### config.mk
export PLATFORM = sky130hd
export DESIGN_NAME = hit_judge_flat
export DESIGN_NICKNAME = d
export VERILOG_FILES = /design/src/rtl/hit_judge_pkg.sv /design/src/rtl/hit_judge_if.sv /design/src/rtl/key_debouncer.sv /design/src/rtl/hit_judge.sv /design/src/flat_wrapper.sv
export SDC_FILE = /design/constraint.sdc
export NUM_CORES = 1
export LEC_CHECK = 0
export ABC_CLOCK_PERIOD_IN_PS = 3500
export CAP_MARGIN = 20
export CORE_AREA = 2 2 75 113
export DETAILED_ROUTE_END_ITERATION = 6
export DIE_AREA = 0 0 77 115
export DONT_BUFFER_PORTS = 1
export GPL_TIMING_DRIVEN = 0
export PLACE_DENSITY = 0.87
export SLEW_MARGIN = 10
export SYNTH_ARGS = -nofsm -noshare
export SYNTH_HDL_FRONTEND = slang
export SYNTH_HIERARCHICAL = 1
export SYNTH_SLANG_ARGS = --single-unit
### constraint.sdc
create_clock -name clk -period 3.5 [get_ports clk]
set_input_delay 0.7 -clock clk [delete_from_list [all_inputs] [get_ports clk]]
set_output_delay 0.7 -clock clk [all_outputs]
set_load 0.01 [all_outputs]
### src/rtl/hit_judge_pkg.sv
// Shared definitions for the hit judge: window FSM encoding, lane indices,
// debounce defaults and the saturating combo helper.
package hit_judge_pkg;

  typedef enum logic [1:0] {
    ST_IDLE   = 2'd0,
    ST_OPEN   = 2'd1,
    ST_JUDGED = 2'd2
  } win_state_t;

  localparam int LANE_RED    = 2;
  localparam int LANE_YELLOW = 1;
  localparam int LANE_BLUE   = 0;
  localparam int NUM_LANES   = 3;

  localparam int DEFAULT_DEBOUNCE_CYCLES = 250000;
  localparam int DEFAULT_DB_W            = 18;

  localparam logic [7:0] COMBO_MAX = 8'd255;

  function automatic logic [7:0] sat_inc(input logic [7:0] value);
    return (value == COMBO_MAX) ? value : value + 8'd1;
  endfunction

endpackage

### src/rtl/hit_judge_if.sv
// Bundle of game-side signals between the note lanes, the buttons and the
// score/combo logic.
interface hit_judge_if;
  // step is a one-cycle strobe with no backpressure: the judge always accepts
  // it; lane_heads is only meaningful while step is high. Pulses out are
  // single-cycle and never both high.
  logic       clear;
  logic       step;
  logic [2:0] lane_heads;
  logic [2:0] keys_n;
  logic       increase_score;
  logic       decrease_score;
  logic [7:0] combo;
  logic [7:0] max_combo;
  logic [1:0] window_state;

  modport master (
    output clear, step, lane_heads, keys_n,
    input  increase_score, decrease_score, combo, max_combo, window_state
  );

  modport slave (
    input  clear, step, lane_heads, keys_n,
    output increase_score, decrease_score, combo, max_combo, window_state
  );
endinterface

### src/rtl/key_debouncer.sv
// One push-button lane: 2-flop synchroniser, stability counter and a
// registered one-cycle pulse on each accepted press.
module key_debouncer #(
  parameter int DEBOUNCE_CYCLES = 250000,
  parameter int DB_W            = 18
) (
  input  logic clk,
  input  logic resetn,
  input  logic key_n,
  output logic press
);

  localparam logic [DB_W-1:0] CNT_LAST = DB_W'(DEBOUNCE_CYCLES - 1);

  logic [1:0]      sync_q;
  logic [DB_W-1:0] cnt_q;
  logic            level_q;
  logic            sample;

  // Buttons idle high, so the synchroniser resets to the released level.
  assign sample = ~sync_q[1];

  always_ff @(posedge clk or negedge resetn) begin
    if (!resetn) begin
      sync_q  <= 2'b11;
      cnt_q   <= '0;
      level_q <= 1'b0;
      press   <= 1'b0;
    end else begin
      sync_q <= {sync_q[0], key_n};
      press  <= 1'b0;
      if (sample == level_q) begin
        cnt_q <= '0;
      end else if (cnt_q == CNT_LAST) begin
        level_q <= sample;
        cnt_q   <= '0;
        press   <= sample;
      end else begin
        cnt_q <= cnt_q + 1'b1;
      end
    end
  end

endmodule

### src/rtl/hit_judge.sv
// Judges each note-step window as hit, miss or wrong key from debounced
// presses, pulses the score counters and tracks the current and best combo.
module hit_judge
  import hit_judge_pkg::*;
#(
  parameter int DEBOUNCE_CYCLES = DEFAULT_DEBOUNCE_CYCLES,
  parameter int DB_W            = DEFAULT_DB_W
) (
  input  logic         clk,
  input  logic         resetn,
  hit_judge_if.slave   bus
);

  logic [NUM_LANES-1:0] press;

  for (genvar i = 0; i < NUM_LANES; i++) begin : g_lane
    key_debouncer #(
      .DEBOUNCE_CYCLES(DEBOUNCE_CYCLES),
      .DB_W           (DB_W)
    ) u_deb (
      .clk   (clk),
      .resetn(resetn),
      .key_n (bus.keys_n[i]),
      .press (press[i])
    );
  end

  win_state_t           state, state_next;
  logic [NUM_LANES-1:0] need, need_next;
  logic [NUM_LANES-1:0] pending, pending_next;
  logic [NUM_LANES-1:0] p;
  logic                 inc_q, dec_q, inc_next, dec_next;
  logic [7:0]           combo_q, combo_next;
  logic [7:0]           max_q, max_next;

  // A press landing this cycle is judged together with anything already pending.
  assign p = pending | press;

  always_ff @(posedge clk or negedge resetn) begin
    if (!resetn) begin
      state   <= ST_IDLE;
      need    <= '0;
      pending <= '0;
      inc_q   <= 1'b0;
      dec_q   <= 1'b0;
      combo_q <= '0;
      max_q   <= '0;
    end else begin
      state   <= state_next;
      need    <= need_next;
      pending <= pending_next;
      inc_q   <= inc_next;
      dec_q   <= dec_next;
      combo_q <= combo_next;
      max_q   <= max_next;
    end
  end

  always_comb begin
    state_next   = state;
    need_next    = need;
    pending_next = pending | press;
    inc_next     = 1'b0;
    dec_next     = 1'b0;

    if (bus.clear) begin
      state_next   = ST_IDLE;
      need_next    = '0;
      pending_next = '0;
    end else if (bus.step) begin
      // Presses in a step cycle stay pending and meet the new window next cycle.
      dec_next   = (state == ST_OPEN);
      need_next  = bus.lane_heads;
      state_next = (bus.lane_heads != '0) ? ST_OPEN : ST_IDLE;
    end else begin
      pending_next = '0;
      if (p != '0) begin
        case (state)
          ST_IDLE: begin
            dec_next = 1'b1;
          end
          ST_OPEN: begin
            if ((p & ~need) != '0) begin
              dec_next   = 1'b1;
              state_next = ST_JUDGED;
            end else begin
              need_next = need & ~p;
              if ((need & ~p) == '0) begin
                inc_next   = 1'b1;
                state_next = ST_JUDGED;
              end
            end
          end
          ST_JUDGED: begin
            state_next = ST_JUDGED;
          end
          default: begin
            state_next = ST_IDLE;
          end
        endcase
      end
    end

    if (bus.clear) begin
      combo_next = '0;
    end else if (inc_next) begin
      combo_next = sat_inc(combo_q);
    end else if (dec_next) begin
      combo_next = '0;
    end else begin
      combo_next = combo_q;
    end

    if (bus.clear) begin
      max_next = '0;
    end else if (combo_next > max_q) begin
      max_next = combo_next;
    end else begin
      max_next = max_q;
    end
  end

  always_comb begin
    bus.window_state   = state;
    bus.increase_score = inc_q;
    bus.decrease_score = dec_q;
    bus.combo          = combo_q;
    bus.max_combo      = max_q;
  end

endmodule
### src/flat_wrapper.sv
// flat-port wrapper written by rule: the top's interface ports become plain ports
module hit_judge_flat import hit_judge_pkg::*;
#(
  parameter int DEBOUNCE_CYCLES = DEFAULT_DEBOUNCE_CYCLES,
  parameter int DB_W            = DEFAULT_DB_W
)
  (clk, resetn, bus_clear, bus_step, bus_lane_heads, bus_keys_n, bus_increase_score, bus_decrease_score, bus_combo, bus_max_combo, bus_window_state);
  hit_judge_if bus_i ();
  input  logic clk;
  input  logic resetn;
  input wire logic [$bits(bus_i.clear)-1:0] bus_clear;
  input wire logic [$bits(bus_i.step)-1:0] bus_step;
  input wire logic [$bits(bus_i.lane_heads)-1:0] bus_lane_heads;
  input wire logic [$bits(bus_i.keys_n)-1:0] bus_keys_n;
  output wire logic [$bits(bus_i.increase_score)-1:0] bus_increase_score;
  output wire logic [$bits(bus_i.decrease_score)-1:0] bus_decrease_score;
  output wire logic [$bits(bus_i.combo)-1:0] bus_combo;
  output wire logic [$bits(bus_i.max_combo)-1:0] bus_max_combo;
  output wire logic [$bits(bus_i.window_state)-1:0] bus_window_state;
  assign bus_i.clear = bus_clear;
  assign bus_i.step = bus_step;
  assign bus_i.lane_heads = bus_lane_heads;
  assign bus_i.keys_n = bus_keys_n;
  assign bus_increase_score = bus_i.increase_score;
  assign bus_decrease_score = bus_i.decrease_score;
  assign bus_combo = bus_i.combo;
  assign bus_max_combo = bus_i.max_combo;
  assign bus_window_state = bus_i.window_state;
  hit_judge #(.DEBOUNCE_CYCLES(DEBOUNCE_CYCLES), .DB_W(DB_W)) u_core (.clk(clk), .resetn(resetn), .bus(bus_i));
endmodule
* After elaboration in Yosys (flattened, before gate mapping)
Cells that the tools add are included.
Operators by class: add/sub/neg operators 4, magnitude comparators 1, eq/ne operators 12, mux-type cells 43, bitwise operators 11, reductions and logical operators 13
Operators with widths (count):
- 18-bit 2-to-1 mux | 6
- 18-bit by 1-bit adder with 18-bit output, second input constant | 3
- 18-bit == test, second input constant | 3
- 8-bit 2-to-1 mux | 6
- 3-bit 2-to-1 mux | 7
- 1-bit 2-to-1 mux | 17
- 3-bit nonzero test | 5
- 2-bit 2-to-1 mux | 5
- 8-bit by 1-bit adder with 8-bit output, second input constant | 1
- 8-bit == test, second input constant | 1
- 8-bit greater-than comparator | 1
- 3-bit AND | 2
- 3-bit != test, second input constant | 2
- 1-bit NOT | 6
- 3-bit NOT | 2
- 2-bit one-hot mux with 3 select lines | 1
- 2-bit AND reduction | 3
- 3-bit AND reduction | 2
- 5-bit != test, second input constant | 1
- 1-bit == test | 3
- 3-bit logical NOT | 1
- 3-bit OR | 1
- 2-bit by 1-bit == test with 1-bit output, second input constant | 1
- 2-bit == test, second input constant | 1
- 3 further kinds | 3
Word-level totals: register bits 92, output and inout port bits 20, logic and storage cells 103

* Longest topological paths before layout
Gate-level depths: netlist of run 1.
depth after elaboration 15, gate-level depth with buffers 15, gate-level depth less buffers 13

* By module
The synthesis of run 1 kept the hierarchy.
By module, submodules not included:
- key_debouncer | times used 3, cells an instance 101, area each 1076.0 um^2
- hit_judge | times used 1, cells an instance 158, area each 1508.9 um^2

* Worst setup path before layout of run 1
No wires, ideal clock.
kind input to register, from in bus_step, to reg u_core.max_q[1] (netlist: u_core/bus.max_combo[1]), arrival 3.288 ns, required time 3.422 ns, path slack 0.134 ns, cell stages on the path 13, buffers on the path 2, cell sequence inv_1 > o2111ai_1 > or3_1 > buf_2 > or3_1 > a21oi_2 > ha_1 > a21oi_1 > a21oi_1 > o22ai_1 > and2_1 > clkbuf_1 > o2bb2ai_1
On the way: longest elaborated chain between the ends 7, elaborated cells on any way between the ends 11, those cells by class order compare: 1; mux: 9; reduce/logical: 1
Ends and longest elaborated chain:
- start: declaration | RTL line flat_wrapper.sv:12 | input wire logic [$bits(bus_i.step)-1:0] bus_step;
- 1-bit 2-to-1 mux | RTL line hit_judge.sv:70 | end else if (bus.step) begin
- 1-bit 2-to-1 mux | RTL line hit_judge.sv:66 | if (bus.clear) begin
- 8-bit 2-to-1 mux | RTL line hit_judge.sv:108 | end else if (dec_next) begin
- 8-bit 2-to-1 mux (*) | RTL line hit_judge.sv:106 | end else if (inc_next) begin
- 8-bit 2-to-1 mux (*) | RTL line hit_judge.sv:104 | if (bus.clear) begin
- net u_core.combo_next[3] | RTL line hit_judge.sv:33 | logic [7:0] combo_q, combo_next;
- 8-bit greater-than comparator (*) | RTL line hit_judge.sv:116 | end else if (combo_next > max_q) begin
- 2-bit nonzero test (no source line) (*)
- end signal: assignment | RTL line hit_judge.sv:55 | max_q <= max_next;
- end: declaration | RTL line hit_judge.sv:34 | logic [7:0] max_q, max_next;
The timed path passes the listed nets; every way through them passes the cells marked *. The select of a mux whose other input is x is not followed. A chain may end at the register's enable or synchronous reset.

* Worst setup path after layout of run 1
from reg u_core.g_lane[0].u_deb.press, to reg u_core.max_q[2] (netlist: u_core/bus.max_combo[2])
On the way: longest elaborated chain between the ends 14, elaborated cells on any way between the ends 25, those cells by class order compare: 1; mux: 16; bitwise: 4; reduce/logical: 4
Ends and longest elaborated chain:
- start: declaration | RTL line key_debouncer.sv:10 | output logic press
- start signal: assignment | RTL line key_debouncer.sv:37 | press <= sample;
- 3-bit OR (*) | RTL line hit_judge.sv:37 | assign p = pending | press;
- 3-bit NOT | RTL line hit_judge.sv:88 | if ((need & ~p) == '0) begin
- 3-bit AND | RTL line hit_judge.sv:88
- 3-bit logical NOT | RTL line hit_judge.sv:88
- 1-bit 2-to-1 mux | RTL line hit_judge.sv:88
- 1-bit 2-to-1 mux | RTL line hit_judge.sv:83 | if ((p & ~need) != '0) begin
- 1-bit 2-to-1 mux | RTL line hit_judge.sv:78 | case (state)
- 1-bit 2-to-1 mux | RTL line hit_judge.sv:77 | if (p != '0) begin
- 1-bit 2-to-1 mux | RTL line hit_judge.sv:70
- 1-bit 2-to-1 mux | RTL line hit_judge.sv:66
- 8-bit 2-to-1 mux (*) | RTL line hit_judge.sv:106
- 8-bit 2-to-1 mux (*) | RTL line hit_judge.sv:104
- net u_core.combo_next[1] | RTL line hit_judge.sv:33
- 8-bit greater-than comparator (*) | RTL line hit_judge.sv:116
- 2-bit nonzero test (no source line) (*)
Marked as above.

==> reports/summary.txt, run 1 <==
clk root buf = clkbuf_16
fin util = 66.03%
Layout area overhead = 10.22%
HPWL after detailed placement = 6535 um
DRC Markers = 0
Final Max Slew Viols = 0
Hold WS = 0.04569 ns
clock-pin slew on the worst setup and hold paths = 0.06 ns
area of the multi-input gates = 2370 sq um
Final min period = 3.367 ns
TritonCTS clock tree = built
Yosys warnings = 6
Sink Count = 92
IO Count = 30
IO buf count = 0
most frequent cells in the layout = dfrtp_1 (84), nor2_1 (65), xnor2_1 (35), nand2_1 (26)
synthesized area per cell = 10.28 sq um
CTS buffer count = 9
Cell Rows = 40
Starting Density = 59.91%
Hold Vio Cnt, Final = 0
crit path launch = u_core/g_lane[0].u_deb/press
register area share after synthesis = 48.76%
r2r startpoint = u_core/g_lane[0].u_deb/press
Slew headroom = 61.48%
buffers and inverters on the worst path = 1
critical path peak fanout = 7
CP top delay family = compound AO/OA/AOI/OAI gates
Antenna Cells = 0
fin nets = 496
Post-synth top flop = dfrtp_1
critical path cell sequence = or4_4, o22ai_2, or3_1, clkbuf_4, mux2i_4, nor2_1, ha_1, nor2b_1, o211ai_1, a21oi_1, o22ai_2, a2111oi_0, a21o_1
DP Worst Slack = -0.4201 ns
Critical Path AT = 3.65 ns
initial antenna violation count = 0
fmax = 297.0 MHz
remaining global-route overflow = 0
critical path class = flip-flop to flip-flop
synth top area cells = dfrtp_1 (45%), xnor2_1 (6.5%), nor2_1 (5.2%), ha_1 (3.7%), dfstp_2 (3.3%)
commonest non-fill, non-tap cell in the layout = dfrtp_1
Die Area = 8855 sq um
Vias = 3580
FF+latch count, synth = 92
ratio of cells with drive above 1 in the final layout = 14.71%
Tcrit/Tclk final = 96.19%
CP max stage delay = 0.57 ns
routed len/inst = 16.30 um
share of the synthesized area in the top cell type = 45.43%
Synth area leader = dfrtp_1
Gate Count Post-Synth = 461
CTS Hold Buffers Added = 0
vias per cell = 6.162
clock latency on the worst-skew pair = 0.34 ns
FF+latch area = 2312 sq um
# H-tree levels = 3
r2r worst-path depth = 13
reg2reg end = u_core/bus.max_combo[2]
Routed Antenna Nets = 0
fin area = 5221 sq um
largest net degree at the start of global routing = 93
Peak VDD IR = 0.2879 mV
vias in the first global route = 3541
worst path required time = 3.79 ns
HP Class = primary input to async pin
Clock Skew = 0.007516 ns
worst reg2reg setup slack = 0.13 ns
power per cell area = 392.0 nW/um^2
Die Span Y = 115 um
total global-route track usage = 22.74%
final WL = 9471 um
CP Capture Type = flip-flop
CTS Buffer Depth = 2
routability cong. = 0.8727
status = finished, final reports clean
Synth async-reset ratio = 100.0%
unique cell type count in the Yosys netlist = 49
fillers = 636
post-place instance area = 4868 sq um
Finished Layout Cells = 581
first-pass GRT wire length = 15970 um
most frequent CP cell = o22ai_2
final worst slack = 0.1332 ns
core area = 7908 sq um
Worst Tran Pin Value = 0.5759 ns
die width = 77 um
max-cap violations = 0
Setup violations, final = 0
kind of start point of the critical path = flip-flop
placed cells = 566
P_leak = 0.002126 uW
Synth Cell Area = 4737 sq um
DRT Pass-1 Iters = 4
EDFF count, synth = 0
number of DRC markers in iteration 0 = 329
slowest library cell on the worst path = or4_4
Synthesized Nets = 485
cell type report:
cell class	instances	share of cell area [%]
buffer	8	1.078
clock inverter	4	0.5032
timing repair buffer	1	0.1438
inverter	20	1.438
tap	105	2.516
multi-input combinational	340	45.39
sequential	92	44.28
clock buffer	11	4.649
flip-flops by register name, indices dropped and copies added (netlist names):
register                     count
u_core/g_lane.u_deb/cnt_q       54
u_core/bus.combo                 8
u_core/bus.max_combo             8
u_core/g_lane.u_deb/sync_q       6
u_core/g_lane.u_deb/level_q      3
u_core/g_lane.u_deb/press        3
u_core/need                      3
u_core/pending                   3
u_core/bus.window_state          2
u_core/bus.decrease_score        1
u_core/bus.increase_score        1
power by group:
| part | switching (uW) | total (uW) | internal [uW] |
|---|---|---|---|
| clock network | 388 | 884 | 495 |
| logic | 37.0 | 64.5 | 27.5 |
| registers | 17.4 | 1100 | 1080 |
metal layers:
metal | routed length [um] | GRT usage, % | part of all wire [%] | up-vias
li1 | - | - | - | 1683
met4 | 312 | 12.98 | 3.3 | 0
met1 | 3706 | 24.54 | 39 | 1782
met5 | 0 | 0 | 0 | -
met3 | 348 | 5.024 | 3.7 | 29
met2 | 5103 | 41.11 | 54 | 86
Yosys cell counts, types with 3 or more instances:
master	number
a21oi_2	5
dfstp_2	6
xnor2_1	35
o41ai_4	3
or2_2	3
buf_6	3
and4_1	3
nand2_1	26
o2111ai_1	3
or4_1	4
clkbuf_1	5
inv_1	20
nor2_1	65
nor4_1	21
o21ai_0	10
and3_1	4
dfrtp_1	86
nor3_1	13
a21oi_1	13
o2bb2ai_1	4
nand3_1	22
nand4_1	20
nand4_2	3
nand3_4	3
ha_1	14
mux2i_1	5
nand2b_1	4
or3_1	7
or4_4	6
xor2_1	13
o211ai_1	4
and3_2	3
stage by stage:
| step | total power (uW) | TNS (ns) |
|---|---|---|
| floorplan | 1162 | 0 |
| global placement | 1174 | -2.913 |
| detailed placement | 1177 | -2.765 |
| CTS | 2069 | 0 |
| global route | 2126 | -0.05064 |
| finish | 2047 | 0 |
worst max-delay path by stage:
stage | cells after the start | to | slack [ns]
global route | 13 | u_core/bus.max_combo[1] | -0.02
CTS | 13 | u_core/bus.max_combo[6] | 0.05
finish | 13 | u_core/bus.max_combo[2] | 0.13
floorplan | 13 | u_core/bus.max_combo[1] | 0.13
detailed placement | 13 | u_core/bus.max_combo[1] | -0.42
global placement | 13 | u_core/bus.max_combo[5] | -0.43
cells by family (layout without fill, tap and decap cells):
logic type | Yosys count | count (layout) | share of synthesized area, %
and+or+nand+nor | 213 | 213 | 24.67
DFF | 92 | 92 | 48.76
AOI/OAI and AO/OA | 59 | 59 | 9.904
xor gates and xnor gates | 48 | 48 | 8.875
buffers and inverters | 29 | 44 | 2.800
adders and majority gates | 14 | 14 | 3.698
muxes | 6 | 6 | 1.294
repair_timing:
action	CTS	global route
gates resized for setup	2	16
pin swaps	0	4
setup buffers	0	1
endpoints found under the setup margin	7	8
worst register-to-register path: cells and delay by family (launching register included):
family,cells,cell delay [ns]
AOI/OAI and AO/OA,6,1.21
muxes,1,0.24
and+or+nand+nor,4,0.94
buffers and inverters,1,0.18
DFF,1,0.42
adders and majority gates,1,0.31
(Power assumes the default switching activity.)
==> run 2: changes to the inputs <==
- ABC_CLOCK_PERIOD_IN_PS: 3500 -> 3350
- clock period: 3.5 -> 3.35 ns (I/O delays scaled with it)
==> run 2 against run 1 <==
Via count increased by 2.8%; wire length increased by 8.0%; global-route usage about the same; die area unchanged; sequential power increased by 5%; design area increased by 3.3%; flip-flop and latch count unchanged; maximum frequency decreased by 5.6%; clock power increased by 4.9%; worst setup slack got worse by 0.35 ns; non-clock buffer count increased by 7; the run now ends with setup timing left.
==> reports/summary.txt, run 2 (same netlist as run 1, synthesis figures left out) <==
status = complete, but fails checks
failing checks = setup timing
Antenna Cells = 0 (unchanged)
buffers and inverters on the worst path = 3 (+2)
routed len/inst = 17.39 um (+6.7%)
P_leak = 0.002199 uW (+3.4%)
ratio of cells with drive above 1 in the final layout = 18.01% (+3.3 points)
Setup violations, final = 8 (+8)
Tcrit/Tclk final = 106.4% (+10 points)
Hold Vio Cnt, Final = 0 (unchanged)
Sink Count = 92 (unchanged)
sequential share of power = 53.4% (-0.3 points)
clock-pin slew on the worst setup and hold paths = 0.07 ns (about the same)
most frequent cells in the layout = dfrtp_1 (84), nor2_1 (64), xnor2_1 (35), nand2_1 (26)
largest net degree at the start of global routing = 93 (unchanged)
post-place instance area = 4868 sq um (unchanged)
Peak VDD IR = 0.3086 mV (+7.2%)
core area = 7908 sq um (unchanged)
final worst slack = -0.2151 ns (-0.3484 ns)
Cell Rows = 40 (unchanged)
Gate power share = 3.5% (+0.3 points)
Vias = 3681 (+2.8%)
Die Span Y = 115 um (unchanged)
number of DRC markers in iteration 0 = 327 (-0.61%)
Slew headroom = 61.03% (-0.45 points)
DRC Markers = 0 (unchanged)
setup_tns = -1.397 ns (-1.397 ns)
Routed Antenna Nets = 0 (unchanged)
critical path cell sequence = buf_4, or3b_2, nand4_1, buf_4, buf_4, nor4_1, xnor2_1, a211oi_2, ha_1, nand4_1, a21oi_1, o22ai_2, a2111oi_1, a21o_1
vias per cell = 6.260 (+1.6%)
CP top delay family = compound AO/OA/AOI/OAI gates
fin nets = 503 (+1.4%)
power per cell area = 398.7 nW/um^2 (+1.7%)
remaining global-route overflow = 0 (unchanged)
worst path required time = 3.64 ns (-0.15 ns)
area of the multi-input gates = 2487 sq um (+5.0%)
initial antenna violation count = 0 (unchanged)
fin util = 68.23% (+2.2 points)
CTS Buffer Depth = 2 (unchanged)
Critical Path AT = 3.85 ns (+0.20 ns)
Starting Density = 59.91% (unchanged)
routability cong. = 0.8727 (unchanged)
internal cell power = 1680 uW (+4.7%)
clock latency on the worst-skew pair = 0.35 ns (about the same)
Final Max Slew Viols = 0 (unchanged)
HPWL after detailed placement = 6535 um (unchanged)
switch share = 21.91% (+0.27 points)
Clk pwr share = 43.1% (about the same)
fin area = 5395 sq um (+3.3%)
Largest Register = u_core/g_lane.u_deb/cnt_q
Worst Tran Pin Value = 0.5826 ns (+0.006718 ns)
critical path peak fanout = 7 (unchanged)
CTS buffer count = 9 (unchanged)
die width = 77 um (unchanged)
DRT Pass-1 Iters = 4 (unchanged)
FF+latch area = 2312 sq um (unchanged)
CP Capture Type = flip-flop
IO buf count = 0 (unchanged)
Power Total = 2151 uW (+5.1%)
fillers = 590 (-7.2%)
clk root buf = clkbuf_16
IO Count = 30 (unchanged)
commonest non-fill, non-tap cell in the layout = dfrtp_1
critical path class = flip-flop to flip-flop
RSZ-0062 raised after global routing = yes
kind of start point of the critical path = flip-flop
Final min period = 3.565 ns (+0.1984 ns)
vias in the first global route = 3546 (+0.14%)
HP Class = primary input to async pin
Die Area = 8855 sq um (unchanged)
TritonCTS clock tree = built
CP max stage delay = 0.45 ns (-0.12 ns)
slowest library cell on the worst path = nor4_1
max reg flops = 54 (unchanged)
first-pass GRT wire length = 15980 um (about the same)
# H-tree levels = 3 (unchanged)
Psw = 471.2 uW (+6.4%)
total global-route track usage = 22.71% (-0.030 points)
max-cap violations = 0 (unchanged)
most frequent CP cell = buf_4
Layout area overhead = 13.89%
fmax = 280.5 MHz (-5.6%)
final WL = 10230 um (+8.0%)
Clock Skew = 0.009254 ns (+0.001738 ns)
==> run 2: path summary, 6_finish.rpt <==
check | start | to | slack (ns) | cells past startpoint
setup / recovery | u_core/g_lane[0].u_deb/press | u_core/bus.max_combo[2] | -0.22 | 14
hold / removal | resetn | u_core/bus.combo[3] | 0.01 | 0
setup reg to reg | u_core/g_lane[0].u_deb/press | u_core/bus.max_combo[2] | -0.22 | 14
hold reg to reg | u_core/g_lane[2].u_deb/sync_q[0] | u_core/g_lane[2].u_deb/sync_q[1] | 0.35 | 0
max in group asynchronous | resetn | u_core/g_lane[2].u_deb/sync_q[1] | 3.12 | 0
min in group clk | bus_keys_n[2] | u_core/g_lane[2].u_deb/sync_q[0] | 0.32 | 0
==> run 2: timing repair <==
action                     in CTS  in global routing
setup endpoints to repair       8                  8
pin swaps                       1                  9
resized for setup               7                 35
buffers inserted                0                  8
hold buffers                    0                  0
==> run 2: cell type report <==
class                   count  share of cell area (%)
inverters                  20                   1.391
repair buffers              8                   1.113
flip-flops and latches     92                   42.86
well taps                 105                   2.435
plain buffers               8                   1.113
multi-input cells         340                   46.10
clock inverters             4                  0.4870
clock buffers              11                   4.499
==> run 2: power groups by stage <==
stage / Combinational, uW / Clock (uW) / Sequential (uW)
final: 75.4 / 927 / 1150
after global routing: 82.0 / 995 / 1150
after CTS: 63.4 / 952 / 1150
after detailed placement: 62.3 / 0 / 1170
after global placement: 61.1 / 0 / 1170
after floorplan: 50.7 / 0 / 1160
==> run 2: worst register-to-register path, stage by stage, from the launching register on <==
cell and delay, ns:
dfrtp_1 0.41, buf_4 0.14, or3b_2 0.13, nand4_1 0.13, buf_4 0.19, buf_4 0.13, nor4_1 0.45, xnor2_1 0.23
a211oi_2 0.09, ha_1 0.36, nand4_1 0.20, a21oi_1 0.29, o22ai_2 0.22, a2111oi_1 0.40, a21o_1 0.13
==> run 2: layer usage <==
metal  routed length, um  track usage [%]
met5                   0                0
met4                 408            12.02
met3                 409            5.181
met2                5443            41.17
met1                3964            24.71
==> run 2: metrics by stage <==
step                      cells  hold WS, ns  setup slack [ns]
final                       588      0.01309           -0.2151
after global routing        588     0.002979           -0.3237
after CTS                   580     0.006699          0.006026
after detailed placement    566       0.3470           -0.5401
after global placement      566       0.3464           -0.5497
after floorplan             461       0.3452           0.01417
